### config.mk
export PLATFORM = sky130hd
export DESIGN_NAME = gcd_dispatch_flat
export DESIGN_NICKNAME = d
export VERILOG_FILES = /design/src/rtl/gcd_pkg.sv /design/src/rtl/gcd_dispatch_if.sv /design/src/rtl/sync_fifo.sv /design/src/rtl/gcd_dispatch.sv /design/src/flat_wrapper.sv
export SDC_FILE = /design/constraint.sdc
export NUM_CORES = 1
export LEC_CHECK = 0
export CAP_MARGIN = 20
export CORE_ASPECT_RATIO = 1.25
export CORE_MARGIN = 2
export CORE_UTILIZATION = 49
export DETAILED_ROUTE_END_ITERATION = 10
export GPL_ROUTABILITY_DRIVEN = 1
export PLACE_DENSITY = 0.76
export SLEW_MARGIN = 20
export SYNTH_ARGS = -nofsm -noshare
export SYNTH_HDL_FRONTEND = slang
export SYNTH_SLANG_ARGS = --single-unit
### constraint.sdc
create_clock -name clk -period 2.5 [get_ports clk]
set_clock_uncertainty 0.15 [all_clocks]
set_input_delay 0.25 -clock clk [delete_from_list [all_inputs] [get_ports clk]]
set_output_delay 0.25 -clock clk [all_outputs]
set_load 0.05 [all_outputs]
### src/rtl/gcd_pkg.sv
// Shared defaults for the gcd dispatcher: datapath width, queue sizing and
// the width of the issue-credit counter.
package gcd_pkg;

    localparam int unsigned GCD_W        = 8;
    localparam int unsigned GCD_IN_DEPTH = 4;
    localparam int unsigned GCD_MAX_OUT  = 2;

    // Bits needed to hold a credit count in 0..max_out inclusive.
    function automatic int unsigned credit_width(int unsigned max_out);
        return $clog2(max_out + 1);
    endfunction

    localparam int unsigned CREDIT_W = credit_width(GCD_MAX_OUT);

endpackage

### src/rtl/gcd_dispatch_if.sv
// Bundles the operand source, hgcd engine and result consumer signals of the
// dispatcher; master is the environment side, slave is the dispatcher.
interface gcd_dispatch_if #(
    parameter int unsigned W = gcd_pkg::GCD_W
);

    logic         in_valid;
    logic         in_ready;
    logic [W-1:0] in_a;
    logic [W-1:0] in_b;

    logic         ld;
    logic [W-1:0] a;
    logic [W-1:0] b;
    logic         rdy;
    logic [W-1:0] q;

    logic         out_valid;
    logic         out_ready;
    logic [W-1:0] out_q;

    logic         err;
    logic [15:0]  n_done;

    modport master (
        output in_valid, in_a, in_b, rdy, q, out_ready,
        input  in_ready, ld, a, b, out_valid, out_q, err, n_done
    );

    modport slave (
        input  in_valid, in_a, in_b, rdy, q, out_ready,
        output in_ready, ld, a, b, out_valid, out_q, err, n_done
    );

endinterface

### src/rtl/sync_fifo.sv
// Single-clock FIFO with combinational head; a push into a full FIFO is
// accepted only when a pop frees a slot on the same edge.
module sync_fifo #(
    parameter int unsigned width = 8,
    parameter int unsigned depth = 4
) (
    input  logic             clk,
    input  logic             reset,
    input  logic             push,
    input  logic [width-1:0] data,
    input  logic             pop,
    output logic             full,
    output logic             empty,
    output logic [width-1:0] head
);

    localparam int unsigned AW = (depth > 1) ? $clog2(depth) : 1;
    localparam int unsigned CW = $clog2(depth + 1);

    logic [width-1:0] mem_q [depth];
    logic [AW-1:0]    wr_q;
    logic [AW-1:0]    rd_q;
    logic [CW-1:0]    cnt_q;
    logic             do_push;
    logic             do_pop;

    // Pointers wrap explicitly so non-power-of-two depths also work.
    function automatic logic [AW-1:0] incr(logic [AW-1:0] p);
        return (p == AW'(depth - 1)) ? '0 : p + AW'(1);
    endfunction

    assign full    = (cnt_q == CW'(depth));
    assign empty   = (cnt_q == '0);
    assign do_pop  = pop && !empty;
    assign do_push = push && (!full || do_pop);
    assign head    = mem_q[rd_q];

    always_ff @(posedge clk) begin
        if (reset) begin
            wr_q  <= '0;
            rd_q  <= '0;
            cnt_q <= '0;
        end else begin
            if (do_push) wr_q <= incr(wr_q);
            if (do_pop)  rd_q <= incr(rd_q);
            if (do_push && !do_pop) begin
                cnt_q <= cnt_q + CW'(1);
            end else if (!do_push && do_pop) begin
                cnt_q <= cnt_q - CW'(1);
            end
        end
    end

    always_ff @(posedge clk) begin
        if (do_push) mem_q[wr_q] <= data;
    end

endmodule

### src/rtl/gcd_dispatch.sv
// Credit-limited dispatcher: queues operand pairs, issues them to an in-order
// hgcd engine, and buffers the returned results for a ready/valid consumer.
module gcd_dispatch
    import gcd_pkg::*;
#(
    parameter int unsigned W        = GCD_W,
    parameter int unsigned IN_DEPTH = GCD_IN_DEPTH,
    parameter int unsigned MAX_OUT  = GCD_MAX_OUT
) (
    input logic           clk,
    input logic           reset,
    gcd_dispatch_if.slave bus
);

    localparam int unsigned CW = (MAX_OUT == GCD_MAX_OUT) ? CREDIT_W : credit_width(MAX_OUT);

    logic           op_full;
    logic           op_empty;
    logic [2*W-1:0] op_head;
    logic           op_push;

    logic           res_full;
    logic           res_empty;
    logic [W-1:0]   res_head;
    logic           res_push;

    logic           issue;
    logic           out_pop;
    logic           spurious;

    logic [CW-1:0]  credit_q;
    logic [CW-1:0]  credit_d;
    // Loads issued whose result has not yet come back on rdy.
    logic [CW-1:0]  inflight_q;
    logic [CW-1:0]  inflight_d;
    logic           ld_q;
    logic [W-1:0]   a_q;
    logic [W-1:0]   b_q;
    logic           err_q;
    logic [15:0]    n_done_q;

    assign bus.in_ready  = !op_full && !reset;
    assign bus.out_valid = !res_empty && !reset;
    assign bus.out_q     = res_head;
    assign bus.ld        = ld_q;
    assign bus.a         = a_q;
    assign bus.b         = b_q;
    assign bus.err       = err_q;
    assign bus.n_done    = n_done_q;

    assign op_push  = bus.in_valid && bus.in_ready;
    assign issue    = !op_empty && (credit_q < CW'(MAX_OUT));
    assign out_pop  = bus.out_valid && bus.out_ready;
    assign spurious = bus.rdy && (inflight_q == '0);
    assign res_push = bus.rdy && (inflight_q != '0) && !res_full;

    sync_fifo #(
        .width(2 * W),
        .depth(IN_DEPTH)
    ) u_op_fifo (
        .clk  (clk),
        .reset(reset),
        .push (op_push),
        .data ({bus.in_a, bus.in_b}),
        .pop  (issue),
        .full (op_full),
        .empty(op_empty),
        .head (op_head)
    );

    sync_fifo #(
        .width(W),
        .depth(MAX_OUT)
    ) u_res_fifo (
        .clk  (clk),
        .reset(reset),
        .push (res_push),
        .data (bus.q),
        .pop  (out_pop),
        .full (res_full),
        .empty(res_empty),
        .head (res_head)
    );

    always_comb begin
        credit_d   = credit_q;
        inflight_d = inflight_q;
        if (issue && !out_pop) begin
            credit_d = credit_q + CW'(1);
        end else if (!issue && out_pop) begin
            credit_d = credit_q - CW'(1);
        end
        if (issue && !res_push) begin
            inflight_d = inflight_q + CW'(1);
        end else if (!issue && res_push) begin
            inflight_d = inflight_q - CW'(1);
        end
    end

    always_ff @(posedge clk) begin
        if (reset) begin
            credit_q   <= '0;
            inflight_q <= '0;
            ld_q       <= 1'b0;
            a_q        <= '0;
            b_q        <= '0;
            err_q      <= 1'b0;
            n_done_q   <= '0;
        end else begin
            credit_q   <= credit_d;
            inflight_q <= inflight_d;
            ld_q       <= issue;
            if (issue) {a_q, b_q} <= op_head;
            if (spurious) err_q <= 1'b1;
            if (out_pop) n_done_q <= n_done_q + 16'd1;
        end
    end

endmodule

### src/flat_wrapper.sv
// flat-port wrapper written by rule: the top's interface ports become plain ports
module gcd_dispatch_flat import gcd_pkg::*;
#(
    parameter int unsigned W        = GCD_W,
    parameter int unsigned IN_DEPTH = GCD_IN_DEPTH,
    parameter int unsigned MAX_OUT  = GCD_MAX_OUT
)
  (clk, reset, bus_in_valid, bus_in_a, bus_in_b, bus_rdy, bus_q, bus_out_ready, bus_in_ready, bus_ld, bus_a, bus_b, bus_out_valid, bus_out_q, bus_err, bus_n_done);
  gcd_dispatch_if #(.W(W)) bus_i ();
  input logic clk;
  input logic reset;
  input wire logic [$bits(bus_i.in_valid)-1:0] bus_in_valid;
  input wire logic [$bits(bus_i.in_a)-1:0] bus_in_a;
  input wire logic [$bits(bus_i.in_b)-1:0] bus_in_b;
  input wire logic [$bits(bus_i.rdy)-1:0] bus_rdy;
  input wire logic [$bits(bus_i.q)-1:0] bus_q;
  input wire logic [$bits(bus_i.out_ready)-1:0] bus_out_ready;
  output wire logic [$bits(bus_i.in_ready)-1:0] bus_in_ready;
  output wire logic [$bits(bus_i.ld)-1:0] bus_ld;
  output wire logic [$bits(bus_i.a)-1:0] bus_a;
  output wire logic [$bits(bus_i.b)-1:0] bus_b;
  output wire logic [$bits(bus_i.out_valid)-1:0] bus_out_valid;
  output wire logic [$bits(bus_i.out_q)-1:0] bus_out_q;
  output wire logic [$bits(bus_i.err)-1:0] bus_err;
  output wire logic [$bits(bus_i.n_done)-1:0] bus_n_done;
  assign bus_i.in_valid = bus_in_valid;
  assign bus_i.in_a = bus_in_a;
  assign bus_i.in_b = bus_in_b;
  assign bus_i.rdy = bus_rdy;
  assign bus_i.q = bus_q;
  assign bus_i.out_ready = bus_out_ready;
  assign bus_in_ready = bus_i.in_ready;
  assign bus_ld = bus_i.ld;
  assign bus_a = bus_i.a;
  assign bus_b = bus_i.b;
  assign bus_out_valid = bus_i.out_valid;
  assign bus_out_q = bus_i.out_q;
  assign bus_err = bus_i.err;
  assign bus_n_done = bus_i.n_done;
  gcd_dispatch #(.W(W), .IN_DEPTH(IN_DEPTH), .MAX_OUT(MAX_OUT)) u_core (.clk(clk), .reset(reset), .bus(bus_i));
endmodule
**Word level (Yosys, flattened, before mapping)**

Memory sizes are Yosys's and may differ from the RTL's. A register that Yosys moved wholly into a read port is not among the register bits.
Cells that the tools add are included.

- $lt $le $gt $ge: 1
- Mux-type cells: 18
- Eq/ne operators: 4
- Reduce and logical (&&, ||, !) cells: 42
- Add/sub/neg operators: 13

Operator list:

| cell | count |
|---|---|
| 1-bit logical AND | 20 |
| 16-bit by 1-bit adder with 16-bit output (second input constant) | 1 |
| 2-bit two-way mux | 8 |
| 1-bit logical NOT | 12 |
| 2-bit by 1-bit adder with 2-bit output (second input constant) | 5 |
| 2-bit nonzero test | 5 |
| 1-bit two-way mux | 8 |
| 2-bit equality test (second input constant) | 3 |
| 3-bit two-way mux | 2 |
| 2-bit by 1-bit subtractor with 2-bit output (second input constant) | 3 |
| 2-bit logical NOT | 2 |
| 3-bit by 1-bit adder with 3-bit output (second input constant) | 1 |
| 3-bit equality test (second input constant) | 1 |
| 3-bit logical NOT | 1 |
| 3-bit by 1-bit subtractor with 3-bit output (second input constant) | 1 |
| 1-bit adder (second input constant) | 2 |
| 1-bit logical OR | 2 |
| 2-bit less-than comparator (second input constant) | 1 |

- Input bits: 29
- Register bits after elaboration: 33
- RAM bits: 80
- Memories: 2

Memories:

| name | words | width | rd ports | clocked after memory_dff | write ports | line | RTL |
|---|---|---|---|---|---|---|---|
| u_core.u_op_fifo.mem_q | 4 | 16 | 1 | 1 | 1 | sync_fifo.sv:20 | `logic [width-1:0] mem_q [depth];` |
| u_core.u_res_fifo.mem_q | 2 | 8 | 1 | 1 | 1 | sync_fifo.sv:20 |  |

**Logic depth before layout (Yosys ltp)**

- Depth in word-level cells: 11
- Mapped depth: 9

**Modules after synthesis**

A second synthesis with hierarchy kept.

- Cell total of the unflattened synthesis: 369
- Area, all modules: 5180.0 µm²

By module, submodules not included:

| module | times used | cells an instance | area an instance (µm²) |
|---|---|---|---|
| sync_fifo at u_core.u_op_fifo | 1 | 131 | 2790.2 |
| gcd_dispatch | 1 | 188 | 1581.5 |
| sync_fifo at u_core.u_res_fifo | 1 | 50 | 808.3 |

**Worst setup path before layout**

No wires, ideal clock.

- Path kind: register -> register
- Start point: register u_core.u_op_fifo.cnt_q[0]
- End point: register u_core.u_op_fifo.cnt_q[2]
- Cell stages (with the launch flop): 10
- Arrival: 2.173 ns
- Setup time: 0.070 ns
- Setup slack: 0.106 ns
- Path through: dfxtp_1 -> nor3_1 -> or2_0 -> clkbuf_1 -> ha_1 -> inv_1 -> fa_1 -> xor2_1 -> or3_1 -> a21oi_1

- Longest elaborated chain between the ends: 9
- Elaborated cells between the ends (all ways): 19

RTL lines:

| item | line | RTL |
|---|---|---|
| from (decl) | sync_fifo.sv:23 | `logic [CW-1:0] cnt_q;` |
| from (signal assigned) | sync_fifo.sv:47 | `cnt_q <= cnt_q + CW'(1);` |
| from (signal assigned) | sync_fifo.sv:49 | `cnt_q <= cnt_q - CW'(1);` |
| 3-bit logical NOT | sync_fifo.sv:33 | `assign empty = (cnt_q == '0);` |
| 1-bit logical NOT | sync_fifo.sv:34, gcd_dispatch.sv:52 |  |
| 1-bit logical AND | gcd_dispatch.sv:52 | `assign issue = !op_empty && (credit_q < CW'(MAX_OUT));` |
| 1-bit logical AND | sync_fifo.sv:34 | `assign do_pop = pop && !empty;` |
| 1-bit logical OR | sync_fifo.sv:35 | `assign do_push = push && (!full \|\| do_pop);` |
| 1-bit logical AND | sync_fifo.sv:35 |  |
| 1-bit logical NOT | sync_fifo.sv:48 | `end else if (!do_push && do_pop) begin` |
| 1-bit logical AND | sync_fifo.sv:48 |  |
| 2-bit nonzero test (no line) | -- |  |

Parallel ways exist; a longest one is shown, timed or not. The select of a mux whose other input is x is not followed.
A chain may end at the register's enable or synchronous reset.

==> results by group <==
Setup path
  – Crit-path cells: mux2_2 -> clkdlybuf4s50_1
  – Max incr delay on CP: approximately 0.70 ns
  – R2R Setup Slk: 0.18 ns
  – CP arrival: roughly 2 ns
  – Slowest-stage cell, CP: clkdlybuf4s50_1
  – Required time of the worst setup path: approximately 2.1 ns
  – Crit Path Category: reg2out
  – Critical-path maximum fanout: 8
  – Startpoint types: flop
  – R2r worst-path depth: 8
  – Critical path capture point type: output pin

CTS
  – CTS clk-pin slew, worst paths: roughly 0.060 ns
  – Skew-Pair Late Insertion Delay: 0.41 ns
  – CTS tree: done
  – CTS Root Cell: clkbuf_16
  – Post-CTS Repair Setup Buffers: 0
  – Longest Clk Path Bufs: 2
  – Total clock sinks: 130
  – Cts bufs inserted: 17
  – CTS H-tree lvls: 4

Logic synthesis
  – Synth warn: 0
  – Post-Syn Instances: 360
  – Syn Nets: 400
  – Syn Area/Cell: approximately 14 um2
  – Synthesized area: approximately 0.005 mm2
  – #FFs+latches synth: 130
  – Number of flops mapped to enable cells by yosys: 80
  – Async S/R FF share, synth: 0%
  – Prevailing post-synth register cell: edfxtp_1
  – Sequential fraction of the synthesis area: 67.3%
  – Distinct cells, synth: 36

Power and ir drop
  – Total power: around 7.6 mW
  – P_leak: between 2 and 2.5 nW
  – Maximum vdd drop: between 600 and 700 uV
  – Pwr dens: approximately 1200 mW/mm2

Place
  – HPWL Detailed: about 6300 um
  – Pre-CTS WS: 0.0259 ns
  – # port buffers: 72
  – RePlAce Congestion: around 0.71

GRT
  – Vias in the first global route: roughly 3100
  – GR Layer Usage met3: 4.93%
  – M2 GR Usage: around 31%
  – Largest net degree at the start of global routing: 23
  – Initial antenna violation count: 0
  – Busiest layer in global routing: met2
  – M1 GR Usage: 22.4%
  – Gr ovfl total: 0
  – GRT Util Overall: 18.6%
  – First-pass GRT wire length: approximately 16000 um

Cells and area
  – Ant. Diodes: 0
  – Fraction of layout cells with a size suffix above 1: between 10% and 20%
  – Area delta synth->final: 29.9%
  – Fillers: approximately 740
  – Nets: around 500

Routing
  – Via count: ~3200
  – Avg Vias per Cell: 5.32
  – Final antenna-violating net count: 0
  – Iteration count of the initial detailed-routing pass: 5
  – WL final: roughly 9700 um
  – WL/cell: 16.3 um
  – DRC Markers: 0
  – Iter 0 DRT Violations: around 120

Timing
  – Slew Viols, Final: 0
  – Slew @ Worst Pin: ~0.54 ns
  – Hold WS: approximately 0.042 ns
  – RSZ-0062 raised after global routing: false
  – Fmax: between 400 and 500 MHz
  – Crit path time final: between 2 and 2.5 ns
  – Final setup violation count: 0
  – Fin crit share: 96.7%
  – TNS Setup: 0 ns
  – Fin. Hold Viols: 0
  – Setup WS post-layout: roughly 0.083 ns
  – Max transition margin: a little under two thirds

Min path
  – Min-delay worst type: in2reg
  – Hold path cells: 2

Die
  – Rows: 41
  – Top-Level Pins: 73
  – Die Width: approximately 95 um
  – Core Area: 0.0101 mm2
  – Initial cell density of the core: between 50% and 60%
  – Die height: between 100 and 150 um
  – Die Area: between 0.01 and 0.015 mm2

Outcome
  – Outcome: finished, final reports clean

Job
  – Max Cap Viol: 0
## worst max-delay path: cells and delay by family, from the launching register on
family   cells  cell delay [ns]
buf+inv      1             0.70
flops        1             0.53
mux          1             0.38
## per-layer routing
layer / up-vias / part of all wire (%)
li1: 1512 / -
met1: 1536 / 42
met2: 95 / 52
met3: 9 / 5.2
met4: 0 / 1.5
met5: - / 0
## cell families after synthesis
kind of cell               count (synthesis)  synth area share, %
xor gates and xnor gates                  16                 2.77
DFF                                      130                 67.3
and+or+nand+nor                          102                 9.82
muxes                                     26                 9.32
buffers and inverters                     24                 2.23
AOI/OAI and AO/OA                         51                 5.74
adders and majority gates                 11                 2.87
## cell usage in the layout (no fill, tap or decap), types with 5 or more instances in the layout
| cell type | Yosys | final |
|---|---|---|
| buf_4 | 1 | 17 |
| nand2_1 | 43 | 43 |
| or3_1 | 11 | 11 |
| clkbuf_16 | 0 | 17 |
| xor2_1 | 15 | 15 |
| dfxtp_1 | 50 | 50 |
| nor2_1 | 21 | 21 |
| nand4_1 | 6 | 6 |
| o21ai_0 | 10 | 10 |
| ha_1 | 10 | 10 |
| and2_1 | 6 | 6 |
| o31ai_1 | 5 | 5 |
| clkdlybuf4s50_1 | 0 | 68 |
| mux4_2 | 16 | 16 |
| edfxtp_1 | 80 | 80 |
| mux2_2 | 9 | 9 |
| a21oi_1 | 33 | 33 |
| inv_1 | 7 | 7 |
## layout make-up
class,instances,area (um2),area share [%]
Tap cell,129,161,2.45
Clock inverter,13,165,2.51
Multi-Input combinational cell,206,1540,23.5
Timing Repair Buffer,88,838,12.7
Inverter,8,30.0,0.457
Sequential cell,130,3400,51.8
Clock buffer,19,433,6.58
## repair_timing
item / CTS / global route
resized for setup: 0 / 2
hold buffers: 0 / 0
setup endpoints to repair: 0 / 2
## state kept, by name, summed over array words and instances (netlist names), named ones only
| signal | flops |
|---|---|
| u_core.u_res_fifo.mem_q | 16 |
| u_core.bus.err | 1 |
| u_core.bus.n_done | 16 |
| u_core.u_op_fifo.mem_q | 64 |
| u_core.bus.a | 8 |
| u_core.u_op_fifo.rd_q | 2 |
| u_core.u_res_fifo.rd_q | 1 |
| u_core.inflight_q | 2 |
| u_core.credit_q | 2 |
| u_core.bus.b | 8 |
| u_core.u_op_fifo.cnt_q | 3 |
| u_core.bus.ld | 1 |
| u_core.u_res_fifo.wr_q | 1 |
| u_core.u_res_fifo.cnt_q | 2 |
| u_core.u_op_fifo.wr_q | 2 |
## synth_stat cells (all sizes together), types with 3 or more instances
master / number / area, um2
dfxtp: 50 / 1000
or3: 11 / 68.8
buf: 8 / 52.6
nand3: 5 / 42.5
and2: 6 / 37.5
a21oi: 33 / 165
inv: 7 / 26.3
o31ai: 5 / 37.5
ha: 10 / 125
edfxtp: 80 / 2400
nand2: 43 / 161
o21ai: 10 / 50.1
or4: 3 / 22.5
xor2: 15 / 131
clkbuf: 8 / 30.0
nand4: 6 / 37.5
mux2: 9 / 101
mux4: 16 / 360
nor2: 21 / 78.8
## worst paths after layout
path,startpoint,endpoint
max,flop,bus_out_q[4]
min,reset,u_core.bus.n_done[2]$_SDFFE_PP0P_
max reg2reg,u_core.u_op_fifo.cnt_q[0]$_SDFFE_PP0P_,u_core.u_op_fifo.cnt_q[2]$_SDFFE_PP0P_
min reg2reg,u_core.bus.b[0]$_SDFFE_PP0P_,u_core.bus.b[0]$_SDFFE_PP0P_
## power breakdown
| part | internal [mW] | total, mW | switching (mW) |
|---|---|---|---|
| logic | 0.950 | 2.38 | 1.43 |
| registers | 2.60 | 2.78 | 0.181 |
| clock network | 1.57 | 2.47 | 0.906 |
## stage by stage
stage | util (%) | instance area (um2) | cells
after detailed placement | 59.4 | 5970 | 561
final | 65.4 | 6580 | 593
after global routing | 65.4 | 6580 | 593
after CTS | 65.3 | 6570 | 593
after floorplan | - | 5060 | 360
after global placement | 59.4 | 5970 | 561
No activity file was read; power rests on OpenSTA's default activity.
==> variant (config.mk and constraints unchanged) <==
Set the package constant `GCD_MAX_OUT` to 4 (it was 2).
--- a/src/rtl/gcd_pkg.sv
+++ b/src/rtl/gcd_pkg.sv
@@ -5,5 +5,5 @@
     localparam int unsigned GCD_W        = 8;
     localparam int unsigned GCD_IN_DEPTH = 4;
-    localparam int unsigned GCD_MAX_OUT  = 2;
+    localparam int unsigned GCD_MAX_OUT  = 4;
 
     // Bits needed to hold a credit count in 0..max_out inclusive.
Function: changed (a bounded check fails within 10 cycles, from zero or initial values and one cycle with reset high).
==> variant against the original RTL <==
  * Setup slack gained 0.049 ns
  * Maximum frequency grew 2.1%
  * Sequential power grew 18%
  * Combinational power grew 31%
  * Non-clock buffer count grew 11
  * Total power grew 17%
  * Design area grew 16%
  * Final cell count grew 17%
  * Critical path depth grew 9
  * Routed wire length grew 18%
  * Synthesized area grew 18%
  * Register-to-register slack lost 0.05 ns
  * Sequential cell count grew 22
  * Critical path type is now register to register
  * Largest cell class unchanged
  * Largest power group unchanged
==> variant: results (changes against the original RTL) <==
Outcome
  – Status: finished clean (unchanged)

Drt
  – Number of optimization iterations in the first detailed-route pass: 4 (was 5)
  – Routed length on met3: 477 um (was 506 um)
  – Routed vias: 3641 (was 3152)
  – Detail Route met2 WL: 6130 um (was 4980 um)
  – Detailed router's first-iteration violation count: 125 (was 115)
  – Sum of routed wire segments on met1: 4500 um (was 4020 um)
  – Mean routed wirelength per cell: 16.4 um (was 16.3 um)

Place
  – Final HPWL DP: 7720 um (was 6260 um)
  – Final Wtd Congestion: 0.767 (was 0.710)
  – Number of cells after detailed placement: 660 (was 561)
  – Instance area at placement: 7000 um^2 (was 5970 um^2)

Global routing
  – Vias in the first global route: 3945 (was 3145)
  – Pin count of the biggest net entering global routing: 38 (was 23)
  – Global Route Usage Sum: 0.191 (was 0.186)
  – Global-route wire length before repair: 18900 um (was 15600 um)

Min path
  – Origin of the worst min-delay path: bus_in_a[6] (was reset)
  – Hold endpoint: u_core.u_op_fifo.mem_q[1][14] (was u_core.bus.n_done[2])
  – Hold Path Cell Cnt: 1 (was 2)

Final layout
  – Number of nets in the layout: 564 (was 491)
  – Number of cells in the finished layout apart from fillers: 693 (was 593)
  – Fillers: 894 (was 743)
  – Register cell area after layout: 4010 um^2 (was 3400 um^2)
  – Layout cells sized above 1: 0.176 (was 0.166)

Critical path
  – Endpoint of the worst setup timing path: u_core.inflight_q[2] (was bus_out_q[4])
  – Slack of the worst reg-to-reg path: 0.13 ns (was 0.18 ns)
  – Largest driver fanout on the critical path: 7 (was 8)
  – Register-to-Register Path Depth: 11 (was 8)
  – Endpoint arrival time on the critical path: 2.56 ns (was 2.02 ns)
  – Origin of the critical flop-to-flop path: u_core.u_res_fifo.cnt_q[0] (was u_core.u_op_fifo.cnt_q[0])

Timing
  – Max-slew headroom at the worst pin: 0.654 (was 0.639)

Yosys
  – Synth Net Count: 463 (was 400)
  – Portion of the post-synthesis area used by sequential elements: 0.672 (was 0.673)
  – Number of enable-type register cells in the synthesized netlist: 96 (was 80)
  – Number of cells produced by synthesis: 415 (was 360)
  – Area contributors post-synth: sky130_fd_sc_hd__edfxtp_1 (48%), sky130_fd_sc_hd__dfxtp_1 (19%), sky130_fd_sc_hd__mux4_2 (9.1%) (was sky130_fd_sc_hd__edfxtp_1 (47%), sky130_fd_sc_hd__dfxtp_1 (20%), sky130_fd_sc_hd__mux4_2 (7.1%))

Pwr
  – Switching fraction of total power: 0.362 (was 0.329)
  – Leak Pwr: 2.69 nW (was 2.31 nW)
-- variant: cell count changes in the layout (fill, tap and decap cells not counted), moves of 8 or more --
cell,before,now
sky130_fd_sc_hd__inv_1,7,15
sky130_fd_sc_hd__inv_8,0,8
sky130_fd_sc_hd__mux4_2,16,24
sky130_fd_sc_hd__buf_4,17,30
sky130_fd_sc_hd__mux2_2,9,0
sky130_fd_sc_hd__edfxtp_1,80,96
-- variant: critical path: stages, from the launching register on --
cell	delay [ns]
sky130_fd_sc_hd__dfxtp_1	0.32
sky130_fd_sc_hd__buf_4	0.15
sky130_fd_sc_hd__nor2_1	0.12
sky130_fd_sc_hd__a211oi_2	0.10
sky130_fd_sc_hd__buf_4	0.17
sky130_fd_sc_hd__inv_1	0.05
sky130_fd_sc_hd__ha_1	0.16
sky130_fd_sc_hd__inv_1	0.06
sky130_fd_sc_hd__fa_1	0.38
sky130_fd_sc_hd__xor2_1	0.17
sky130_fd_sc_hd__or3_1	0.31
sky130_fd_sc_hd__a21oi_1	0.16
-- variant: layer usage --
| metal | vias to the layer above | global-route usage |
|---|---|---|
| met4 | 0 | 0.0847 |
| met1 | 1801 | 0.217 |
| met3 | 22 | 0.0427 |
| met2 | 97 | 0.338 |
| li1 | 1721 | - |
| met5 | - | 0 |
-- variant: power groups by stage --
stage / clock network [mW] / logic (mW) / registers, mW
2_1_floorplan: 0 / 1.74 / 3.66
3_3_place_gp: 0 / 3.03 / 3.30
3_5_place_dp: 0 / 3.14 / 3.32
4_1_cts: 2.55 / 3.15 / 3.27
5_1_grt: 2.64 / 3.41 / 3.33
6_report: 2.50 / 3.12 / 3.28
-- variant: layout make-up --
class                           instances  share of cell area
Clock inverter                         15              0.0226
Sequential cell                       152               0.525
Multi-Input combinational cell        230               0.242
Clock buffer                           17              0.0558
Timing Repair Buffer                   99               0.119
Tap cell                              164              0.0269
Inverter                               16             0.00787
-- variant: kinds of logic after synthesis --
family | Yosys count | share of synthesized area
DFF | 152 | 0.672
and+or+nand+nor | 117 | 0.0941
AOI/OAI and AO/OA | 48 | 0.0433
buffers and inverters | 33 | 0.0214
muxes | 30 | 0.101
adders and majority gates | 19 | 0.0449
xor gates and xnor gates | 16 | 0.0235
-- variant: what timing repair did --
action | 4_1_cts | 5_1_grt
setup buffers | 0 | 0
hold buffers | 1 | 0
endpoints found under the setup margin | 6 | 5
pin swaps | 0 | 1
gates resized for setup | 6 | 8
endpoints found under the hold margin | 4 | 0
-- variant: per-stage QoR --
step	hold slack, ns	total power, mW	setup WS, ns	setup TNS, ns
2_1_floorplan	0.199	5.40	-0.0408	-0.0408
3_3_place_gp	0.295	6.32	0.0188	0
3_5_place_dp	0.301	6.46	-0.0909	-0.228
4_1_cts	0.297	8.96	0.0215	0
5_1_grt	0.320	9.37	0.00555	0
6_report	0.309	8.89	0.132	0
